### src/rtl/csr_dmw_regs.sv
// LoongArch DMW0/DMW1 CSR storage with read port, valid/ready write port and post-write settle window.
// Optional: define CSR_DMW_XCHG_EN to honour wr_mask (csrxchg); otherwise writes are full-width.
module csr_dmw_regs #(
    parameter int unsigned SETTLE_CYCLES = 2,
    parameter logic [13:0] DMW0_ADDR     = 14'h180,
    parameter logic [13:0] DMW1_ADDR     = 14'h181
) (
    input  logic        clk,
    input  logic        rst,
    input  logic [13:0] csr_rd_addr,
    output logic [31:0] csr_rd_data,
    input  logic        wr_valid,
    output logic        wr_ready,
    input  logic [13:0] wr_addr,
    input  logic [31:0] wr_data,
    input  logic [31:0] wr_mask,
    output logic        dmw0_plv0,
    output logic        dmw0_plv3,
    output logic [1:0]  dmw0_mat,
    output logic [2:0]  dmw0_pseg,
    output logic [2:0]  dmw0_vseg,
    output logic        dmw1_plv0,
    output logic        dmw1_plv3,
    output logic [1:0]  dmw1_mat,
    output logic [2:0]  dmw1_pseg,
    output logic [2:0]  dmw1_vseg,
    output logic        dmw_stable,
    output logic        dmw_changed
);

    // Bits 31:29, 27:25, 5:4, 3 and 0 are the only implemented fields.
    localparam logic [31:0] IMPL_MASK   = 32'hEE00_0039;
    localparam logic [0:0]  StIdle      = 1'b0;
    localparam logic [0:0]  StSettle    = 1'b1;
    localparam logic [3:0]  SETTLE_INIT = 4'(SETTLE_CYCLES);

    logic [31:0] dmw0_q, dmw0_d;
    logic [31:0] dmw1_q, dmw1_d;
    logic [0:0]  state_q, state_d;
    logic [3:0]  cnt_q, cnt_d;
    logic        changed_q, changed_d;
    logic        wr_fire;
    logic        hit0, hit1;
    logic [31:0] eff_mask;

`ifdef CSR_DMW_XCHG_EN
    assign eff_mask = wr_mask;
`else
    logic unused_wr_mask;
    assign unused_wr_mask = ^wr_mask;
    assign eff_mask       = '1;
`endif

    assign wr_ready = (state_q == StIdle);
    assign wr_fire  = wr_valid & wr_ready;
    assign hit0     = (wr_addr == DMW0_ADDR);
    assign hit1     = (wr_addr == DMW1_ADDR);

    always_comb begin
        dmw0_d    = dmw0_q;
        dmw1_d    = dmw1_q;
        changed_d = wr_fire & (hit0 | hit1);
        if (wr_fire && hit0) begin
            dmw0_d = ((dmw0_q & ~eff_mask) | (wr_data & eff_mask)) & IMPL_MASK;
        end
        if (wr_fire && hit1) begin
            dmw1_d = ((dmw1_q & ~eff_mask) | (wr_data & eff_mask)) & IMPL_MASK;
        end
    end

    // A zero-length settle keeps the FSM in idle so writes can go back-to-back.
    always_comb begin
        state_d = state_q;
        cnt_d   = cnt_q;
        case (state_q)
            StIdle: begin
                if (changed_d && (SETTLE_CYCLES != 0)) begin
                    state_d = StSettle;
                    cnt_d   = SETTLE_INIT;
                end
            end
            StSettle: begin
                if (cnt_q <= 4'd1) begin
                    state_d = StIdle;
                    cnt_d   = 4'd0;
                end else begin
                    cnt_d = cnt_q - 4'd1;
                end
            end
            default: begin
                state_d = StIdle;
                cnt_d   = 4'd0;
            end
        endcase
    end

    always_ff @(posedge clk or posedge rst) begin
        if (rst) begin
            dmw0_q    <= 32'd0;
            dmw1_q    <= 32'd0;
            state_q   <= StIdle;
            cnt_q     <= 4'd0;
            changed_q <= 1'b0;
        end else begin
            dmw0_q    <= dmw0_d;
            dmw1_q    <= dmw1_d;
            state_q   <= state_d;
            cnt_q     <= cnt_d;
            changed_q <= changed_d;
        end
    end

    always_comb begin
        csr_rd_data = 32'd0;
        if (csr_rd_addr == DMW0_ADDR) begin
            csr_rd_data = dmw0_q;
        end else if (csr_rd_addr == DMW1_ADDR) begin
            csr_rd_data = dmw1_q;
        end
    end

    assign dmw_stable  = (state_q == StIdle);
    assign dmw_changed = changed_q;

    assign dmw0_plv0 = dmw0_q[0];
    assign dmw0_plv3 = dmw0_q[3];
    assign dmw0_mat  = dmw0_q[5:4];
    assign dmw0_pseg = dmw0_q[27:25];
    assign dmw0_vseg = dmw0_q[31:29];
    assign dmw1_plv0 = dmw1_q[0];
    assign dmw1_plv3 = dmw1_q[3];
    assign dmw1_mat  = dmw1_q[5:4];
    assign dmw1_pseg = dmw1_q[27:25];
    assign dmw1_vseg = dmw1_q[31:29];

endmodule
### config.mk
export PLATFORM = sky130hd
export DESIGN_NAME = csr_dmw_regs
export DESIGN_NICKNAME = d
export VERILOG_FILES = /design/src/rtl/csr_dmw_regs.sv
export SDC_FILE = /design/constraint.sdc
export NUM_CORES = 1
export LEC_CHECK = 0
export CAP_MARGIN = 10
export CORE_UTILIZATION = 28
export DETAILED_ROUTE_END_ITERATION = 12
export PLACE_DENSITY = 0.78
export SKIP_CTS_REPAIR_TIMING = 1
export SLEW_MARGIN = 40
export SYNTH_ARGS = -nofsm -noshare
export SYNTH_HDL_FRONTEND = slang
export SYNTH_SLANG_ARGS = --single-unit
### constraint.sdc
create_clock -name clk -period 1.7 [get_ports clk]
set_input_delay 0.34 -clock clk [delete_from_list [all_inputs] [get_ports clk]]
set_output_delay 0.34 -clock clk [all_outputs]
set_load 0.03 [all_outputs]
==> impl_metrics.json <==
{
  "diodes": 0,
  "syn_avg_cell_area_um2": 11.8,
  "synth_xor_area_share_pct": 0,
  "crit_fanout": 5,
  "drt_iter0_drc": 20,
  "synth_top_family_by_area": "multiplexers",
  "ys_types": 30,
  "cts_root_buf": "clkbuf_8",
  "drc": 0,
  "grt_max_degree": 27,
  "start_util_pct": 28.9,
  "synth_simple_gate_area_share_pct": 16.2,
  "fin_crit_sh_pct": 101,
  "cts_made_buffers": 3,
  "ant_nets": 0,
  "clkPwrFrac_pct": 37.8,
  "via_per_inst": 4.58,
  "wl_um": 4510,
  "final_core_util_pct": 49.8,
  "area_delta_synth_final_pct": 71.9,
  "ys_warn_count": 0,
  "grt_pass1_wl_um": 6190,
  "cts_max_level": 1,
  "peakVddDrop_mv": 0.386,
  "setup_viol": 4,
  "finalWorstSetupSlack_ns": -0.0251,
  "die_area_um2": 6000,
  "synth_seq_cells": 26,
  "wl_per_cell_um": 15.3,
  "path_clk_slew_ns": 0.10,
  "final_cells": 295,
  "hold_viol": 0,
  "p_seq_share_pct": 44.9,
  "fin_tns_setup_ns": -0.0463,
  "total_power_mw": 1.38,
  "netlist_area_um2": 1590,
  "coreArea_um2": 5510,
  "status": "finished with violations",
  "synth_adder_area_share_pct": 1.57,
  "synth.yosys.seq_area_share_pct": 40.8,
  "synth_mux_area_share_pct": 23.4,
  "required_ns": 1.36,
  "clockBufferDepth": 2,
  "final_layout_size_suffix_gt1_share_pct": 34.1,
  "fmax_mhz": 580,
  "chipWidth_um": 77.5,
  "dp_hpwl_um": 2980,
  "synth-compound-area-share_pct": 3.61,
  "violations": "setup timing",
  "io_pins": 150,
  "core.rowCount": 27,
  "clock_latency_ns": 0.27,
  "powerDensity_nw_per_um2": 503,
  "hold_path_class": "input port to async pin",
  "cts_tree": "yes",
  "grt_util_all_layers_pct": 12.9,
  "slew_viol_final": 0,
  "fin_worst_skew_ns": 0.00316,
  "grt_remaining_overflow": 0,
  "period_minus_slack_ns": 1.73,
  "switching_share_pct": 24.4,
  "r2r_slack_ns": 0.10,
  "grt_pass1_vias": 1281,
  "antenna_found_initial": 0,
  "endpoint_kind": "output port",
  "syn_inst": 135,
  "intPower_mw": 1.04,
  "firstDrtPassIters": 4,
  "place_inst": 289,
  "die_y_um": 77.5,
  "p_comb_share_pct": 17.3,
  "io_buffers": 73,
  "via_count": 1352,
  "numClockSinks": 26,
  "rsz0062_at_grt": "yes",
  "finalNetCount": 321,
  "cp.arrival_ns": 1.39,
  "startpoint_type": "input port",
  "critical_path_class": "input port to output port",
  "cap_violations": 0,
  "p_leak_nw": 1.65,
  "power_switching_mw": 0.336,
  "gp_congestion": 0.788
}
## per-stage QoR
step	area, µm²	hold slack [ns]	setup WS, ns
floorplan	1670	0.380	-0.0628
detailed placement	2380	0.525	-0.454
finish	2740	0.417	-0.0251
global placement	2380	0.517	-0.421
CTS	2460	0.423	-0.449
global route	2740	0.448	-0.106
## final timing paths
check,start,endpoint,cells past startpoint
max,csr_rd_addr[9],csr_rd_data[5],6
max reg2reg,state_q,dmw0_q[31],4
max in group asynchronous,rst,dmw0_q[30],3
min reg2reg,dmw1_q[26],dmw1_q[26],1
min,rst,dmw0_q[4],3
min in group clk,wr_addr[12],dmw_changed,3
## synth_stat cells
master | n | area, µm²
a22oi_1 | 1 | 7.51
a41o_2 | 1 | 11.3
and4_1 | 2 | 17.5
and4bb_2 | 1 | 12.5
buf_4 | 23 | 173
buf_6 | 2 | 22.5
clkbuf_1 | 1 | 3.75
conb_1 | 1 | 3.75
dfrtp_1 | 26 | 651
ha_1 | 2 | 25.0
inv_1 | 7 | 26.3
mux2_2 | 10 | 113
mux2_4 | 10 | 150
mux2i_1 | 11 | 110
nand2_1 | 1 | 3.75
nand4_1 | 3 | 18.8
nand4_4 | 1 | 21.3
nor2_1 | 13 | 48.8
nor3_1 | 2 | 10.0
nor3b_1 | 1 | 7.51
nor4_1 | 3 | 18.8
nor4_4 | 1 | 21.3
nor4b_1 | 2 | 17.5
nor4b_2 | 1 | 15.0
nor4b_4 | 1 | 23.8
nor4bb_1 | 1 | 10.0
o2111ai_1 | 1 | 8.76
o211ai_1 | 2 | 15.0
o31ai_1 | 2 | 15.0
or3_1 | 2 | 12.5
## critical path, cell delays in order
cell,delay [ns]
dlymetal6s2s_1,0.15
nor4b_4,0.24
nand4_1,0.20
buf_6,0.21
nor2_4,0.10
buf_6,0.14
## routing by layer
metal	vias up	track usage, %	routed length (µm)
met5	-	0	0
met4	0	1.13	7
met3	2	3.06	264
met2	72	23.5	2380
met1	661	15.9	1860
li1	617	-	-
## state kept, by name (all words and copies together), names as in the netlist
| register | cells |
|---|---|
| dmw0_q | 10 |
| dmw1_q | 10 |
| state_q | 1 |
| cnt_q | 4 |
| dmw_changed | 1 |
## cell usage in the layout, fill, tap and decap left out, types with 2 or more instances in the layout
master            n
clkdlybuf4s50_1  26
mux2i_1           9
dlymetal6s2s_1   33
nor2_4           10
mux2_4           10
and4_1            2
nor4b_4           3
inv_1             7
nor4_1            2
o31ai_1           2
buf_4            12
clkbuf_2          2
dfrtp_1          26
nor2_1            3
conb_1           22
o211ai_1          2
buf_6            14
or3_1             2
nand4_1           3
clkbuf_8          3
mux2_2           10
ha_1              2
nand4_4           2
## power by group through the flow
stage / sequential [mW] / combinational (mW) / clock (mW)
after detailed placement: 0.631 / 0.228 / 0
after global placement: 0.631 / 0.225 / 0
after CTS: 0.619 / 0.229 / 0.538
after floorplan: 0.632 / 0.138 / 0
final: 0.619 / 0.238 / 0.521
after global routing: 0.619 / 0.253 / 0.559
## logic make-up (layout without fill, tap and decap cells)
| logic type | count (synthesis) | in the layout |
|---|---|---|
| adders and majority gates | 2 | 2 |
| buffers and inverters | 33 | 99 |
| AOI/OAI and AO/OA | 7 | 7 |
| DFF | 26 | 26 |
| muxes | 31 | 31 |
| and+or+nand+nor | 35 | 36 |
| other | 1 | 22 |
## area by class of cell
type                    count  area (µm²)
inverters                   7        26.3
flip-flops and latches     26         651
fillers                   498        2770
well taps                  72        90.1
clock inverters             1        30.0
multi-input cells          98         951
clock buffers               3        41.3
repair buffers             88         951
(Power assumes the default switching activity.)
